[config.mk]
export PLATFORM = sky130hd
export DESIGN_NAME = card_dealer_flat
export DESIGN_NICKNAME = d
export VERILOG_FILES = /design/src/rtl/blackjack_pkg.sv /design/src/rtl/card_dealer_if.sv /design/src/rtl/card_lfsr.sv /design/src/rtl/card_dealer.sv /design/src/flat_wrapper.sv
export SDC_FILE = /design/constraint.sdc
export NUM_CORES = 1
export LEC_CHECK = 0
export ABC_AREA = 1
export CORE_MARGIN = 2
export CORE_UTILIZATION = 45
export CTS_CLUSTER_SIZE = 16
export DETAILED_ROUTE_END_ITERATION = 10
export GPL_ROUTABILITY_DRIVEN = 0
export PLACE_DENSITY = 0.67
export SLEW_MARGIN = 20
export SYNTH_ARGS = -nofsm -noshare
export SYNTH_HDL_FRONTEND = slang
export SYNTH_HIERARCHICAL = 1
export SYNTH_SLANG_ARGS = --single-unit
[constraint.sdc]
create_clock -name i_clk -period 4.46 [get_ports i_clk]
set_clock_uncertainty 0.2 [all_clocks]
set_input_delay 0.892 -clock i_clk [delete_from_list [all_inputs] [get_ports i_clk]]
set_output_delay 0.892 -clock i_clk [all_outputs]
set_load 0.01 [all_outputs]
[src/rtl/blackjack_pkg.sv]
// Shared blackjack types and constants.
// Holds the card/hand widths, ace values, deck geometry, the dealer FSM state
// enum and the deck-index -> blackjack value map used by card_dealer.
package blackjack_pkg;

    localparam int unsigned CARD_W    = 4;
    localparam int unsigned HAND_W    = 5;
    localparam int unsigned ACE_LOW   = 1;
    localparam int unsigned ACE_HIGH  = 11;
    localparam int unsigned DECK_SIZE = 52;
    localparam int unsigned RANKS     = 13;

    typedef logic [CARD_W-1:0] card_t;
    typedef logic [HAND_W-1:0] hand_t;

    typedef enum logic [1:0] {
        IDLE,
        PROBE,
        DELIVER
    } state_t;

    // Rank = idx % 13: rank 0 is the ace (low value), ranks 1..8 are 2..9,
    // ranks 9..12 are ten and the three face cards.
    function automatic card_t card_value(input logic [5:0] idx);
        logic [5:0] rank;
        card_t      value;
        rank = idx % 6'(RANKS);
        if (rank == 6'd0) begin
            value = card_t'(ACE_LOW);
        end else if (rank <= 6'd8) begin
            value = card_t'(rank + 6'd1);
        end else begin
            value = card_t'(10);
        end
        return value;
    endfunction

endpackage

[src/rtl/card_dealer_if.sv]
// Request/deal bus between the requesters (game controller, hand controllers)
// and card_dealer. Signal prefixes are from the dealer's point of view.
//   i_shuffle        restore full deck (priority over everything)
//   i_dealReq        request one card
//   i_dealTarget     0 = player, 1 = dealer
//   o_newCard        value of last dealt card (1..10)
//   o_addPlayer      one-cycle add pulse to the player hand
//   o_addDealer      one-cycle add pulse to the dealer hand
//   o_busy           dealer not idle
//   o_cardsRemaining undealt count 0..52
//   o_deckEmpty      o_cardsRemaining == 0
//   o_reqDropped     one-cycle pulse for a request on an empty deck
interface card_dealer_if;
    import blackjack_pkg::*;

    logic       i_shuffle;
    logic       i_dealReq;
    logic       i_dealTarget;
    card_t      o_newCard;
    logic       o_addPlayer;
    logic       o_addDealer;
    logic       o_busy;
    logic [5:0] o_cardsRemaining;
    logic       o_deckEmpty;
    logic       o_reqDropped;

    modport master (
        output i_shuffle,
        output i_dealReq,
        output i_dealTarget,
        input  o_newCard,
        input  o_addPlayer,
        input  o_addDealer,
        input  o_busy,
        input  o_cardsRemaining,
        input  o_deckEmpty,
        input  o_reqDropped
    );

    modport slave (
        input  i_shuffle,
        input  i_dealReq,
        input  i_dealTarget,
        output o_newCard,
        output o_addPlayer,
        output o_addDealer,
        output o_busy,
        output o_cardsRemaining,
        output o_deckEmpty,
        output o_reqDropped
    );

endinterface

[src/rtl/card_lfsr.sv]
// Free-running 16-bit Fibonacci LFSR, polynomial x^16+x^14+x^13+x^11+1,
// shifting right with the feedback entering bit 15.
//   i_clk    clock
//   i_reset  asynchronous active-high reset, loads SEED
//   o_rand   low six bits of the current state (deck index source)
module card_lfsr #(
    parameter logic [15:0] SEED = 16'hACE1
) (
    input  logic       i_clk,
    input  logic       i_reset,
    output logic [5:0] o_rand
);

    // An all-zero state would lock the register, so a zero seed is replaced.
    localparam logic [15:0] SEED_INIT = (SEED == 16'h0000) ? 16'hACE1 : SEED;

    logic [15:0] lfsr_q;
    logic        feedback;

    assign feedback = lfsr_q[0] ^ lfsr_q[2] ^ lfsr_q[3] ^ lfsr_q[5];

    always_ff @(posedge i_clk or posedge i_reset) begin
        if (i_reset) begin
            lfsr_q <= SEED_INIT;
        end else begin
            lfsr_q <= {feedback, lfsr_q[15:1]};
        end
    end

    assign o_rand = lfsr_q[5:0];

endmodule

[src/rtl/card_dealer.sv]
// Single-deck card source without replacement. A request picks a pseudo-random
// start index from the LFSR, probes forward through the used-card mask until
// it finds an undealt card, then pulses the add input of the selected hand for
// one cycle with the card's blackjack value on o_newCard.
//   i_clk    clock
//   i_reset  asynchronous active-high reset
//   bus      card_dealer_if.slave (request, shuffle, deal outputs, status)
module card_dealer #(
    parameter logic [15:0] SEED      = 16'hACE1,
    parameter int unsigned DECK_SIZE = 52
) (
    input  logic          i_clk,
    input  logic          i_reset,
    card_dealer_if.slave  bus
);
    import blackjack_pkg::*;

    localparam logic [5:0] DECK_CNT = 6'(DECK_SIZE);
    localparam logic [5:0] LAST_IDX = 6'(DECK_SIZE - 1);

    state_t                 state_q;
    logic [DECK_SIZE-1:0]   used_q;
    logic [5:0]             remaining_q;
    logic [5:0]             idx_q;
    logic                   target_q;
    card_t                  new_card_q;
    logic                   add_player_q;
    logic                   add_dealer_q;
    logic                   drop_q;

    logic [5:0]             rand_bits;
    logic [5:0]             start_idx;

    card_lfsr #(
        .SEED (SEED)
    ) u_lfsr (
        .i_clk   (i_clk),
        .i_reset (i_reset),
        .o_rand  (rand_bits)
    );

    // Six random bits cover 0..63; fold the top range back into the deck.
    assign start_idx = (rand_bits >= DECK_CNT) ? (rand_bits - DECK_CNT) : rand_bits;

    always_ff @(posedge i_clk or posedge i_reset) begin
        if (i_reset) begin
            state_q      <= IDLE;
            used_q       <= '0;
            remaining_q  <= DECK_CNT;
            idx_q        <= '0;
            target_q     <= 1'b0;
            new_card_q   <= '0;
            add_player_q <= 1'b0;
            add_dealer_q <= 1'b0;
            drop_q       <= 1'b0;
        end else begin
            add_player_q <= 1'b0;
            add_dealer_q <= 1'b0;
            drop_q       <= 1'b0;
            if (bus.i_shuffle) begin
                // Aborts any draw in flight; a simultaneous request is lost.
                used_q      <= '0;
                remaining_q <= DECK_CNT;
                state_q     <= IDLE;
            end else begin
                unique case (state_q)
                    IDLE: begin
                        if (bus.i_dealReq) begin
                            if (remaining_q == 6'd0) begin
                                drop_q <= 1'b1;
                            end else begin
                                idx_q    <= start_idx;
                                target_q <= bus.i_dealTarget;
                                state_q  <= PROBE;
                            end
                        end
                    end
                    PROBE: begin
                        if (used_q[idx_q]) begin
                            idx_q <= (idx_q == LAST_IDX) ? 6'd0 : idx_q + 6'd1;
                        end else begin
                            used_q[idx_q] <= 1'b1;
                            remaining_q   <= remaining_q - 6'd1;
                            new_card_q    <= card_value(idx_q);
                            add_player_q  <= ~target_q;
                            add_dealer_q  <= target_q;
                            state_q       <= DELIVER;
                        end
                    end
                    DELIVER: begin
                        state_q <= IDLE;
                    end
                    default: begin
                        state_q <= IDLE;
                    end
                endcase
            end
        end
    end

    assign bus.o_newCard        = new_card_q;
    assign bus.o_addPlayer      = add_player_q;
    assign bus.o_addDealer      = add_dealer_q;
    assign bus.o_busy           = (state_q != IDLE);
    assign bus.o_cardsRemaining = remaining_q;
    assign bus.o_deckEmpty      = (remaining_q == 6'd0);
    assign bus.o_reqDropped     = drop_q;

endmodule

[src/flat_wrapper.sv]
// flat-port wrapper written by rule: the top's interface ports become plain ports
module card_dealer_flat import blackjack_pkg::*;
#(
    parameter logic [15:0] SEED      = 16'hACE1,
    parameter int unsigned DECK_SIZE = 52
)
  (i_clk, i_reset, bus_i_shuffle, bus_i_dealReq, bus_i_dealTarget, bus_o_newCard, bus_o_addPlayer, bus_o_addDealer, bus_o_busy, bus_o_cardsRemaining, bus_o_deckEmpty, bus_o_reqDropped);
  card_dealer_if bus_i ();
  input  logic i_clk;
  input  logic i_reset;
  input wire logic [$bits(bus_i.i_shuffle)-1:0] bus_i_shuffle;
  input wire logic [$bits(bus_i.i_dealReq)-1:0] bus_i_dealReq;
  input wire logic [$bits(bus_i.i_dealTarget)-1:0] bus_i_dealTarget;
  output wire logic [$bits(bus_i.o_newCard)-1:0] bus_o_newCard;
  output wire logic [$bits(bus_i.o_addPlayer)-1:0] bus_o_addPlayer;
  output wire logic [$bits(bus_i.o_addDealer)-1:0] bus_o_addDealer;
  output wire logic [$bits(bus_i.o_busy)-1:0] bus_o_busy;
  output wire logic [$bits(bus_i.o_cardsRemaining)-1:0] bus_o_cardsRemaining;
  output wire logic [$bits(bus_i.o_deckEmpty)-1:0] bus_o_deckEmpty;
  output wire logic [$bits(bus_i.o_reqDropped)-1:0] bus_o_reqDropped;
  assign bus_i.i_shuffle = bus_i_shuffle;
  assign bus_i.i_dealReq = bus_i_dealReq;
  assign bus_i.i_dealTarget = bus_i_dealTarget;
  assign bus_o_newCard = bus_i.o_newCard;
  assign bus_o_addPlayer = bus_i.o_addPlayer;
  assign bus_o_addDealer = bus_i.o_addDealer;
  assign bus_o_busy = bus_i.o_busy;
  assign bus_o_cardsRemaining = bus_i.o_cardsRemaining;
  assign bus_o_deckEmpty = bus_i.o_deckEmpty;
  assign bus_o_reqDropped = bus_i.o_reqDropped;
  card_dealer #(.SEED(SEED), .DECK_SIZE(DECK_SIZE)) u_core (.i_clk(i_clk), .i_reset(i_reset), .bus(bus_i));
endmodule
==> results of run 1 <==
-- cell usage after synthesis, types with 3 or more instances --
master	instances	area (µm²)
o21ai_0	18	90.1
inv_4	3	18.8
inv_1	54	203
nor2_4	3	33.8
dfrtp_1	79	1980
buf_4	8	60.1
clkbuf_1	6	22.5
nor2_1	79	297
inv_2	9	33.8
ha_1	14	175
nand2_2	7	43.8
a31oi_1	40	250
nand4_1	11	68.8
nand2_1	130	488
xor2_1	3	26.3
a21oi_1	26	130
nand3_2	9	90.1
a22oi_1	3	22.5
buf_6	11	124
nand3_1	32	160
buf_2	3	15.0
dfstp_2	11	289
o22ai_1	3	18.8
-- per-stage QoR --
step	setup WS (ns)	total power [W]
after floorplan	1.49	0.00103
after global placement	1.04	0.00108
after detailed placement	0.860	0.00109
after CTS	0.840	0.00162
after global routing	0.402	0.00168
final	0.804	0.00160
-- power by group --
part | switching, W | total (W) | internal [W]
clock | 0.000292 | 0.000527 | 0.000235
sequential | 0.0000192 | 0.000853 | 0.000834
combinational | 0.000151 | 0.000219 | 0.0000679
-- sequential cells by signal, summed over array words and instances (netlist names) --
name                         cells
u_core/u_lfsr/lfsr_q            16
u_core/bus.o_cardsRemaining      6
u_core/bus.o_reqDropped          1
u_core/idx_q                     6
u_core/state_q                   2
u_core/bus.o_newCard             4
u_core/bus.o_addPlayer           1
u_core/target_q                  1
u_core/bus.o_addDealer           1
u_core/used_q                   52
-- logic make-up after synthesis --
| logic type | Yosys count | synth area share, % |
|---|---|---|
| AND/OR/NAND/NOR | 281 | 26.2 |
| AO/OA/AOI/OAI | 101 | 12.6 |
| buffers and inverters | 94 | 9.85 |
| flip-flops | 90 | 46.8 |
| adder cells (fa/ha/maj) | 14 | 3.62 |
| XOR/XNOR | 5 | 0.905 |
-- how the worst max path moves through the flow --
stage                                          to            start  slack [ns]  depth (start not counted)
final                     u_core/bus.o_newCard[2]  u_core/idx_q[0]        0.80                         25
after CTS                 u_core/bus.o_newCard[2]  u_core/idx_q[0]        0.84                         25
after floorplan            u_core/bus.o_addDealer          i_reset        1.49                          1
after global placement    u_core/bus.o_newCard[0]  u_core/idx_q[0]        1.04                         24
after detailed placement  u_core/bus.o_newCard[2]  u_core/idx_q[0]        0.86                         25
after global routing      u_core/bus.o_newCard[2]  u_core/idx_q[0]        0.40                         25
-- cell type report --
cell class / count / area, µm² / area share, %
inverters: 66 / 255 / 4.90
repair buffers: 25 / 230 / 4.42
well taps: 136 / 170 / 3.27
multi-input cells: 401 / 2100 / 40.3
clock inverters: 6 / 38.8 / 0.745
clock buffers: 10 / 149 / 2.86
flip-flops and latches: 90 / 2270 / 43.5
-- layer usage --
metal | track usage (%) | vias up | share of wire [%]
li1 | - | 1930 | -
met1 | 26.8 | 1884 | 48
met2 | 31.0 | 80 | 48
met3 | 4.00 | 10 | 3.7
met4 | 5.59 | 0 | 1.0
met5 | 0 | - | 0
==> impl_metrics.tcl, run 1 <==
set metrics [dict create \
    antenna_found_initial 0 \
    cts_buffer_depth 2 \
    synth-warning-count 6 \
    netlist-cell-type-count 40 \
    placement.io_buffers 19 \
    cp_top_family "simple AND/OR/NAND/NOR gates" \
    die_h_um 108 \
    placed_area_um2 5020 \
    cts_made_buffers 9 \
    min_period_over_period_pct 82.0 \
    peakVddDrop_mv 0.129 \
    cp_common_cell "nand2_1" \
    boundaryPins 20 \
    powerDensity_nw_per_um2 307 \
    avgRoutedWirePerCell_um 14.2 \
    clock_latency_ns 0.37 \
    drc 0 \
    holdPathStages 0 \
    fin_crit_ns 3.66 \
    async_reset_ff_share_pct 100 \
    path_class "flop to flop" \
    routed_wl_um 10400 \
    cp.required_ns 4.57 \
    slew_violations 0 \
    grt_max_degree 57 \
    dp_hpwl_um 6980 \
    post_route_cells_drive_above_1_share_pct 12.7 \
    finish.utilization_pct 50.2 \
    area_growth_pct 7.57 \
    postCtsSetupBuffers 0 \
    clk_pin_slew_ns 0.09 \
    ctsRootBufferMaster "clkbuf_8" \
    worstHoldStart "u_core/u_lfsr/lfsr_q[11]" \
    drt-pass1-iter-count 5 \
    hold_viol_final 0 \
    max_freq_mhz 274 \
    die-area_um2 11600 \
    die_w_um 108 \
    coreArea_um2 10400 \
    leakage_nw 2.53 \
    cts_sinks 90 \
    layout.cells.most_common_list "nand2_1, nor2_1, dfrtp_1" \
    instances_no_fill 734 \
    rows 37 \
    nFillCells 985 \
    cts_resized 0 \
    hold_end "u_core/u_lfsr/lfsr_q[10]" \
    nNetsFinal 612 \
    num_vias 3904 \
    setup_viol 0 \
    maxCapViolCount 0 \
    endpoint_kind "flop" \
    first_global_vias 3712 \
    final_common_cell "nand2_1" \
    crit_arrival_ns 3.76 \
    grt_pass1_wl_um 17900 \
    r2r_end "u_core/bus.o_newCard[2]" \
    holdWs_ns 0.161 \
    track_usage_pct 19.4 \
    cpPeakStageDelay_ns 0.64 \
    crit_fanout 12 \
    synth_area_um2 4840 \
    status "completed" \
    fin_tns_setup_ns 0 \
    rr_startpoint "u_core/idx_q[0]" \
    ff2ff_path_depth 25 \
    cts_tree "done" \
    worstMarginPinSlew_ns 1.03 \
    hold_buffers 0 \
    synth_nets 604 \
    viasPerCell 5.32 \
    critPathBufInv 3 \
    dp.cells 718 \
    maxSlewHeadroom_pct 30.8 \
    ys_seq_elements 90 \
    ys.flop_type "dfrtp_1" \
    h-tree-depth 3 \
    syn_area_per_cell_um2 8.27 \
    hold_path.class "flop to flop" \
    netlist_instances 585 \
    dr.first_iter.drc_count 237 \
    antenna_cells 0 \
    fin_area_um2 5210 \
    rsz0062_at_grt "no" \
    synth_edf_count 0 \
    start_kind "flop" \
    slowest_stage "dfrtp_1" \
    initial_core_util_pct 46.7 \
    gr-total-overflow 0 \
    ant_nets 0 \
    ys_seq_area_share_pct 46.8 \
    rrSetupSlack_ns 0.80 \
]
No activity file was read; power rests on OpenSTA's default activity.
==> run 2, diff against run 1 <==
==> constraint.sdc (replaced) <==
create_clock -name i_clk -period 3.5 [get_ports i_clk]
set_clock_uncertainty 0.2 [all_clocks]
set_input_delay 0.7 -clock i_clk [delete_from_list [all_inputs] [get_ports i_clk]]
set_output_delay 0.7 -clock i_clk [all_outputs]
set_load 0.01 [all_outputs]
==> impl_metrics.tcl, run 2 (synthesis results as in run 1) <==
set metrics [dict create \
    initial_core_util_pct 46.7 \
    cts_tree "done" \
    rows 37 \
    ant_nets 0 \
    routed_wl_um 11000 \
    worstMarginPinSlew_ns 1.15 \
    grt_max_degree 56 \
    crit_fanout 7 \
    met3_usage_pct 3.87 \
    instances_no_fill 745 \
    drt-pass1-iter-count 5 \
    placement.io_buffers 19 \
    hold_path.class "flop to flop" \
    maxCapViolCount 0 \
    holdPathStages 0 \
    die-area_um2 11600 \
    clk_pin_slew_ns 0.09 \
    num_vias 3963 \
    coreArea_um2 10400 \
    drc 0 \
    post_route_cells_drive_above_1_share_pct 15.8 \
    track_usage_pct 20.3 \
    maxSlewHeadroom_pct 22.8 \
    cts_made_buffers 9 \
    status "completed" \
    nNetsFinal 623 \
    endpoint_kind "flop" \
    peakVddDrop_mv 0.261 \
    max_freq_mhz 308 \
    reg_top3 "u_core/used_q: 52 flops, u_core/u_lfsr/lfsr_q: 16 flops" \
    cts_sinks 90 \
    fin_crit_ns 3.25 \
    cp.required_ns 3.56 \
    hold_viol_final 0 \
    grt_pass1_wl_um 18600 \
    avgRoutedWirePerCell_um 14.7 \
    powerDensity_nw_per_um2 397 \
    ff2ff_path_depth 24 \
    ctsRootBufferMaster "clkbuf_8" \
    hold_buffers 0 \
    antenna_cells 0 \
    first_global_vias 3770 \
    leakage_nw 2.61 \
    layout.cells.most_common_list "nand2_1, nor2_1, dfrtp_1" \
    clock_latency_ns 0.37 \
    busiest_layer "met2" \
    nFillCells 952 \
    final_common_cell "nand2_1" \
    finish.utilization_pct 51.8 \
    die_w_um 108 \
    dr.first_iter.drc_count 342 \
    top_register "u_core/used_q" \
    largest_reg_flops 52 \
    area_growth_pct 11.0 \
    crit_arrival_ns 3.31 \
    viasPerCell 5.32 \
    cts_buffer_depth 2 \
    boundaryPins 20 \
    path_class "flop to flop" \
    gr-total-overflow 0 \
    die_h_um 108 \
    rrSetupSlack_ns 0.25 \
    grtUsageMet1_pct 28.1 \
    start_kind "flop" \
    setup_viol 0 \
    dp_hpwl_um 7410 \
    antenna_found_initial 0 \
    dp.cells 725 \
    min_period_over_period_pct 92.9 \
    h-tree-depth 3 \
    slew_violations 0 \
    grtUsageMet2_pct 31.6 \
]
## run 2: changes by cell type in the layout (fill, tap and decap cells not counted), sizes merged
| cell | change |
|---|---|
| clkinvlp | -2 |
| clkbuf | +1 |
| inv | +4 |
| clkinv | -3 |
| buf | +11 |
## run 2: worst max-delay path, cell delays in order, from the launching register on
cell	delay, ns
dfrtp_2	0.48
buf_4	0.17
ha_1	0.19
nand2_1	0.06
nand2_1	0.10
nand2_1	0.10
nand2_1	0.08
nand2_1	0.10
inv_2	0.06
ha_1	0.19
nand2_2	0.09
nand2_4	0.07
nand2_4	0.09
nand2_1	0.07
nand3_2	0.11
nand3_4	0.11
nand2_2	0.11
nand2_1	0.06
nand2_1	0.11
inv_1	0.07
ha_1	0.21
nand2_1	0.08
nor2_1	0.05
nor2_2	0.12
a21oi_1	0.08
## run 2: area by class of cell
| class | instances | area [µm²] | area share [%] |
|---|---|---|---|
| Tap cell | 136 | 170 | 3.17 |
| Clock buffer | 11 | 174 | 3.24 |
| Multi-Input combinational cell | 401 | 2120 | 39.5 |
| Clock inverter | 5 | 36.3 | 0.675 |
| Timing Repair Buffer | 36 | 338 | 6.29 |
| Inverter | 66 | 263 | 4.89 |
| Sequential cell | 90 | 2270 | 42.2 |
## run 2: path summary, 6_finish.rpt
check                                            endpoint                     start
setup / recovery                  u_core/bus.o_newCard[0]           u_core/idx_q[2]
max in group asynchronous               u_core/used_q[20]                   i_reset
hold / removal                   u_core/u_lfsr/lfsr_q[11]  u_core/u_lfsr/lfsr_q[12]
setup reg to reg                  u_core/bus.o_newCard[0]           u_core/idx_q[2]
hold reg to reg                  u_core/u_lfsr/lfsr_q[11]  u_core/u_lfsr/lfsr_q[12]
min in group asynchronous  u_core/bus.o_cardsRemaining[1]                   i_reset
## run 2: metal layers
| layer | share of wire [%] | up-vias |
|---|---|---|
| met2 | 47 | 94 |
| met4 | 2.0 | 0 |
| met1 | 47 | 1889 |
| met3 | 3.9 | 20 |
| met5 | 0 | - |
| li1 | - | 1960 |
## run 2: what timing repair did
action / CTS / global route
setup endpoints to repair: 0 / 7
resized for setup: 0 / 13
endpoints found under the hold margin: 0 / 0
setup buffers: 0 / 4
## run 2: power breakdown
part           internal (W)  switching, W
Combinational      0.000107      0.000210
Sequential          0.00106     0.0000162
Clock              0.000351      0.000387
Total               0.00152      0.000614
## run 2: stage by stage
stage	cell area (µm²)	hold slack [ns]	setup TNS (ns)	setup WS [ns]	total power (W)
after floorplan	4840	0.131	0	0.531	0.00131
after global placement	5100	0.144	0	0.285	0.00140
after detailed placement	5100	0.138	0	0.126	0.00141
after CTS	5310	0.160	0	0.0950	0.00215
after global routing	5370	0.169	-0.00178	-0.00178	0.00224
final	5370	0.156	0	0.249	0.00214
==> edit 1 (settings of run 2) <==
`DECK_SIZE` is set to 52 in 3 places; all go to 78.
--- a/src/rtl/blackjack_pkg.sv
+++ b/src/rtl/blackjack_pkg.sv
@@ -7,7 +7,7 @@
     localparam int unsigned HAND_W    = 5;
     localparam int unsigned ACE_LOW   = 1;
     localparam int unsigned ACE_HIGH  = 11;
-    localparam int unsigned DECK_SIZE = 52;
+    localparam int unsigned DECK_SIZE = 78;
     localparam int unsigned RANKS     = 13;
 
     typedef logic [CARD_W-1:0] card_t;
--- a/src/rtl/card_dealer.sv
+++ b/src/rtl/card_dealer.sv
@@ -7,7 +7,7 @@
 //   bus      card_dealer_if.slave (request, shuffle, deal outputs, status)
 module card_dealer #(
     parameter logic [15:0] SEED      = 16'hACE1,
-    parameter int unsigned DECK_SIZE = 52
+    parameter int unsigned DECK_SIZE = 78
 ) (
     input  logic          i_clk,
     input  logic          i_reset,
--- a/src/flat_wrapper.sv
+++ b/src/flat_wrapper.sv
@@ -2,7 +2,7 @@
 module card_dealer_flat import blackjack_pkg::*;
 #(
     parameter logic [15:0] SEED      = 16'hACE1,
-    parameter int unsigned DECK_SIZE = 52
+    parameter int unsigned DECK_SIZE = 78
 )
   (i_clk, i_reset, bus_i_shuffle, bus_i_dealReq, bus_i_dealTarget, bus_o_newCard, bus_o_addPlayer, bus_o_addDealer, bus_o_busy, bus_o_cardsRemaining, bus_o_deckEmpty, bus_o_reqDropped);
   card_dealer_if bus_i ();
Check against the original RTL: not equivalent (Yosys sat finds a counterexample within 4 cycles, from zero or initial values and one cycle with i_reset high).
==> edit 1 against run 2 <==
  * Wire length rose by 14%
  * Via count increased by 11%
  * Synthesized cell count is 11% higher
  * Synthesized area rose by 12%
  * Largest cell class unchanged
  * Worst setup slack better by 0.034 ns
  * Critical endpoint is now u_core/bus.o_newCard[3]
  * Design area rose by 14%
  * Total power rose by 24%
  * Worst hold slack about the same
  * Die area up 11%
  * Sequential cell count up 12
==> edit 1: results (changes against run 2) <==
grt:
  grt_usage_pct: 20.2  # -0.12 points
  grt_max_degree: 50  # -11%
  grt_pass1_vias: 4279  # +14%
  grtUsageMet1_pct: 27.8  # -0.32 points
  grt_pass1_wl_um: 20900  # +12%
  use_met2_pct: 32.0  # +0.39 points
final_layout:
  fill_cells: 1101  # +16%
  largest_registers: "u_core/used_q x64, u_core/u_lfsr/lfsr_q x16"
  drive_above_1_share_pct: 16.1  # +0.29 points
sta:
  slew_headroom_pct: 47.5  # +25 points
routing:
  via_per_inst: 5.31  # -0.27%
  wl_met1_um: 5790  # +11%
  dr_wl_met3_um: 550  # +28%
  avgRoutedWirePerCell_um: 15.0  # +1.6%
  wl_met2_um: 5870  # +15%
worst_setup_path:
  worstPathArrival_ns: 3.25  # -0.06 ns
  slowest_delay_ns: 0.42  # -0.06 ns
  cpMaxStageDelayCell: "dfrtp_1"
status:
  status: "complete, no violations"
yosys:
  syn-num-nets: 669  # +11%
  seq_area_frac_synth_pct: 47.5  # +0.65 points
  netlist_top_cells_area: "dfrtp_1, nand2_1, nand3_1, inv_1, dfstp_2"
pwr:
  intPower_uw: 1880  # +23%
  peakVddDrop_mv: 0.316  # +21%
clock_tree:
  root_buffer: "clkbuf_16"
  clk_pin_slew_ns: 0.07  # -0.02 ns
  clkLatencyLatePin_ns: 0.35  # -0.02 ns
edit 1: cell count changes after synthesis, moves of 5 or more:
cell	delta
nand2_2	-5
o22ai_1	+12
a21oi_1	+24
o21ai_1	+20
nand3_2	-5
nand3_1	+37
dfrtp_1	+12
a31oi_1	-40
nor2_1	-46
nand2_1	+18
inv_1	+24
o21ai_2	+9
nand4_1	-9
edit 1: through the flow:
| step | setup slack [ns] | instances |
|---|---|---|
| floorplan | 0.363 | 650 |
| global placement | 0.374 | 804 |
| detailed placement | 0.131 | 804 |
| CTS | 0.0867 | 820 |
| global route | -0.0356 | 832 |
| finish | 0.284 | 832 |
edit 1: path summary, 6_finish.rpt:
kind                                             endpoint  cells after the start                     from  slack [ns]
min in group asynchronous                 u_core/idx_q[5]                      2                  i_reset        0.44
min                               u_core/u_lfsr/lfsr_q[5]                      0  u_core/u_lfsr/lfsr_q[6]        0.16
max reg2reg                       u_core/bus.o_newCard[3]                     25          u_core/idx_q[3]        0.28
min reg2reg                       u_core/u_lfsr/lfsr_q[5]                      0  u_core/u_lfsr/lfsr_q[6]        0.16
max                               u_core/bus.o_newCard[3]                     25          u_core/idx_q[3]        0.28
max in group asynchronous  u_core/bus.o_cardsRemaining[3]                      3                  i_reset        1.99
edit 1: final cells by class:
type	instances	area, µm²	share of cell area [%]
Inverter	94	365	5.98
Clock buffer	13	250	4.09
Timing Repair Buffer	49	428	7.00
Clock inverter	3	20.0	0.327
Multi-Input combinational cell	424	2300	37.6
Sequential cell	102	2570	42.0
Tap cell	147	184	3.01
edit 1: critical path: cells and delay by family (launching register included):
kind                       cells  cell delay (ns)
AOI/OAI and AO/OA              1             0.22
and+or+nand+nor               18             1.54
DFF                            1             0.42
buffers and inverters          3             0.24
adders and majority gates      3             0.46
edit 1: power groups by stage:
| stage | combinational [µW] | clock (µW) | sequential (µW) |
|---|---|---|---|
| 5_1_grt | 534 | 995 | 1240 |
| 2_1_floorplan | 304 | 0 | 1260 |
| 3_3_place_gp | 434 | 0 | 1260 |
| 3_5_place_dp | 443 | 0 | 1260 |
| 4_1_cts | 444 | 953 | 1240 |
| 6_report | 486 | 926 | 1230 |
edit 1: what timing repair did:
item	in CTS	in global routing
buffers inserted	0	12
endpoints found under the setup margin	0	4
resized for setup	0	13
edit 1: cell families (layout without fill, tap and decap cells):
| group | after synthesis | in the layout | share of synthesized area [%] |
|---|---|---|---|
| fa+ha+maj | 14 | 14 | 3.24 |
| simple gates | 271 | 271 | 22.6 |
| buf+inv | 124 | 159 | 10.6 |
| xor+xnor | 10 | 10 | 1.62 |
| compound gates | 128 | 128 | 14.2 |
| flops | 102 | 102 | 47.5 |
| mux | 1 | 1 | 0.208 |
==> edit 2 (flow settings as in run 2) <==
Without the edit above. Encoding of `state_t`: now one-hot (3 bits for 3 states).
--- a/src/rtl/blackjack_pkg.sv
+++ b/src/rtl/blackjack_pkg.sv
@@ -13,10 +13,10 @@
     typedef logic [CARD_W-1:0] card_t;
     typedef logic [HAND_W-1:0] hand_t;
 
-    typedef enum logic [1:0] {
-        IDLE,
-        PROBE,
-        DELIVER
+    typedef enum logic [2:0] {
+        IDLE    = 3'b001,
+        PROBE   = 3'b010,
+        DELIVER = 3'b100
     } state_t;
 
     // Rank = idx % 13: rank 0 is the ace (low value), ranks 1..8 are 2..9,
Check against the original RTL: same outputs for any inputs over 10 cycles, from zero or initial values and one cycle with i_reset high; not proved beyond that.
==> edit 2 against run 2 <==
  * Combinational power decreased by 5%
  * Sequential share of layout area decreased by 0.14 points
  * Synthesized area increased by 0.62%
  * Design area increased by 1.5%
  * Worst hold slack improved by 0.00081 ns
  * Sequential cell count increased by 1
  * Sequential power increased by 5%
  * Critical path depth increased by 1
  * Global-route usage increased by 0.18 points
  * Wire length increased by 0.73%
  * Highest routed layer unchanged
  * Total power increased by 4.0%
  * Worst setup slack improved by 0.084 ns
==> edit 2: results (changes against run 2) <==
placed_design:
  dp_slack_ns: 0.138  # +0.0116 ns
  placedInstanceArea_um2: 5180  # +1.6%
  dpl.hpwl_um: 7640  # +3.1%
yosys:
  syn-num-nets: 633  # +4.8%
  syn_avg_cell_area_um2: 7.93  # -4.1%
  synth_top_cells_by_count: "nand2_1, inv_1, dfrtp_1"
status:
  status: "complete, no violations"
grt:
  grt_max_degree: 76  # +36%
  grt_pass1_vias: 3997  # +6.0%
final_layout:
  clkbuf_count: 10  # -1
  drive_above_1_share_pct: 12.7  # -3.1 points
  final_nets: 653  # +4.8%
  syn_to_final_growth_pct: 12.0
  seq_cells: 91  # +1.1%
  sh_seq_area_pct: 42.1  # -0.14 points
  nNonClkInverters: 99  # +50%
worst_setup_path:
  reg2regPathDepth: 25  # +4.2%
  crit_end: "u_core/bus.o_newCard[2]"
  worstPathArrival_ns: 3.21  # -0.10 ns
routing:
  via_per_inst: 5.39  # +1.3%
pwr:
  intPower_uw: 1630  # +7.4%
  comb_cell_power_uw: 301  # -5%
  p_leak_uw: 0.00255  # -2.5%
  p_seq_share_pct: 50.7  # about the same
sta:
  setup_slack_ns: 0.334  # +0.0843 ns
-- edit 2: how the worst min path moves through the flow --
stage                          endpoint  slack [ns]  depth (start not counted)                     start
2_1_floorplan   u_core/u_lfsr/lfsr_q[8]        0.13                          0   u_core/u_lfsr/lfsr_q[9]
3_3_place_gp    u_core/u_lfsr/lfsr_q[8]        0.14                          0   u_core/u_lfsr/lfsr_q[9]
3_5_place_dp   u_core/u_lfsr/lfsr_q[11]        0.14                          0  u_core/u_lfsr/lfsr_q[12]
4_1_cts        u_core/u_lfsr/lfsr_q[11]        0.16                          0  u_core/u_lfsr/lfsr_q[12]
5_1_grt         u_core/u_lfsr/lfsr_q[6]        0.16                          0   u_core/u_lfsr/lfsr_q[7]
6_report        u_core/u_lfsr/lfsr_q[8]        0.16                          0   u_core/u_lfsr/lfsr_q[9]
-- edit 2: what timing repair did --
item	CTS	global route
endpoints found under the setup margin	0	3
resized for setup	0	14
hold buffers	0	0
buffers inserted	0	2
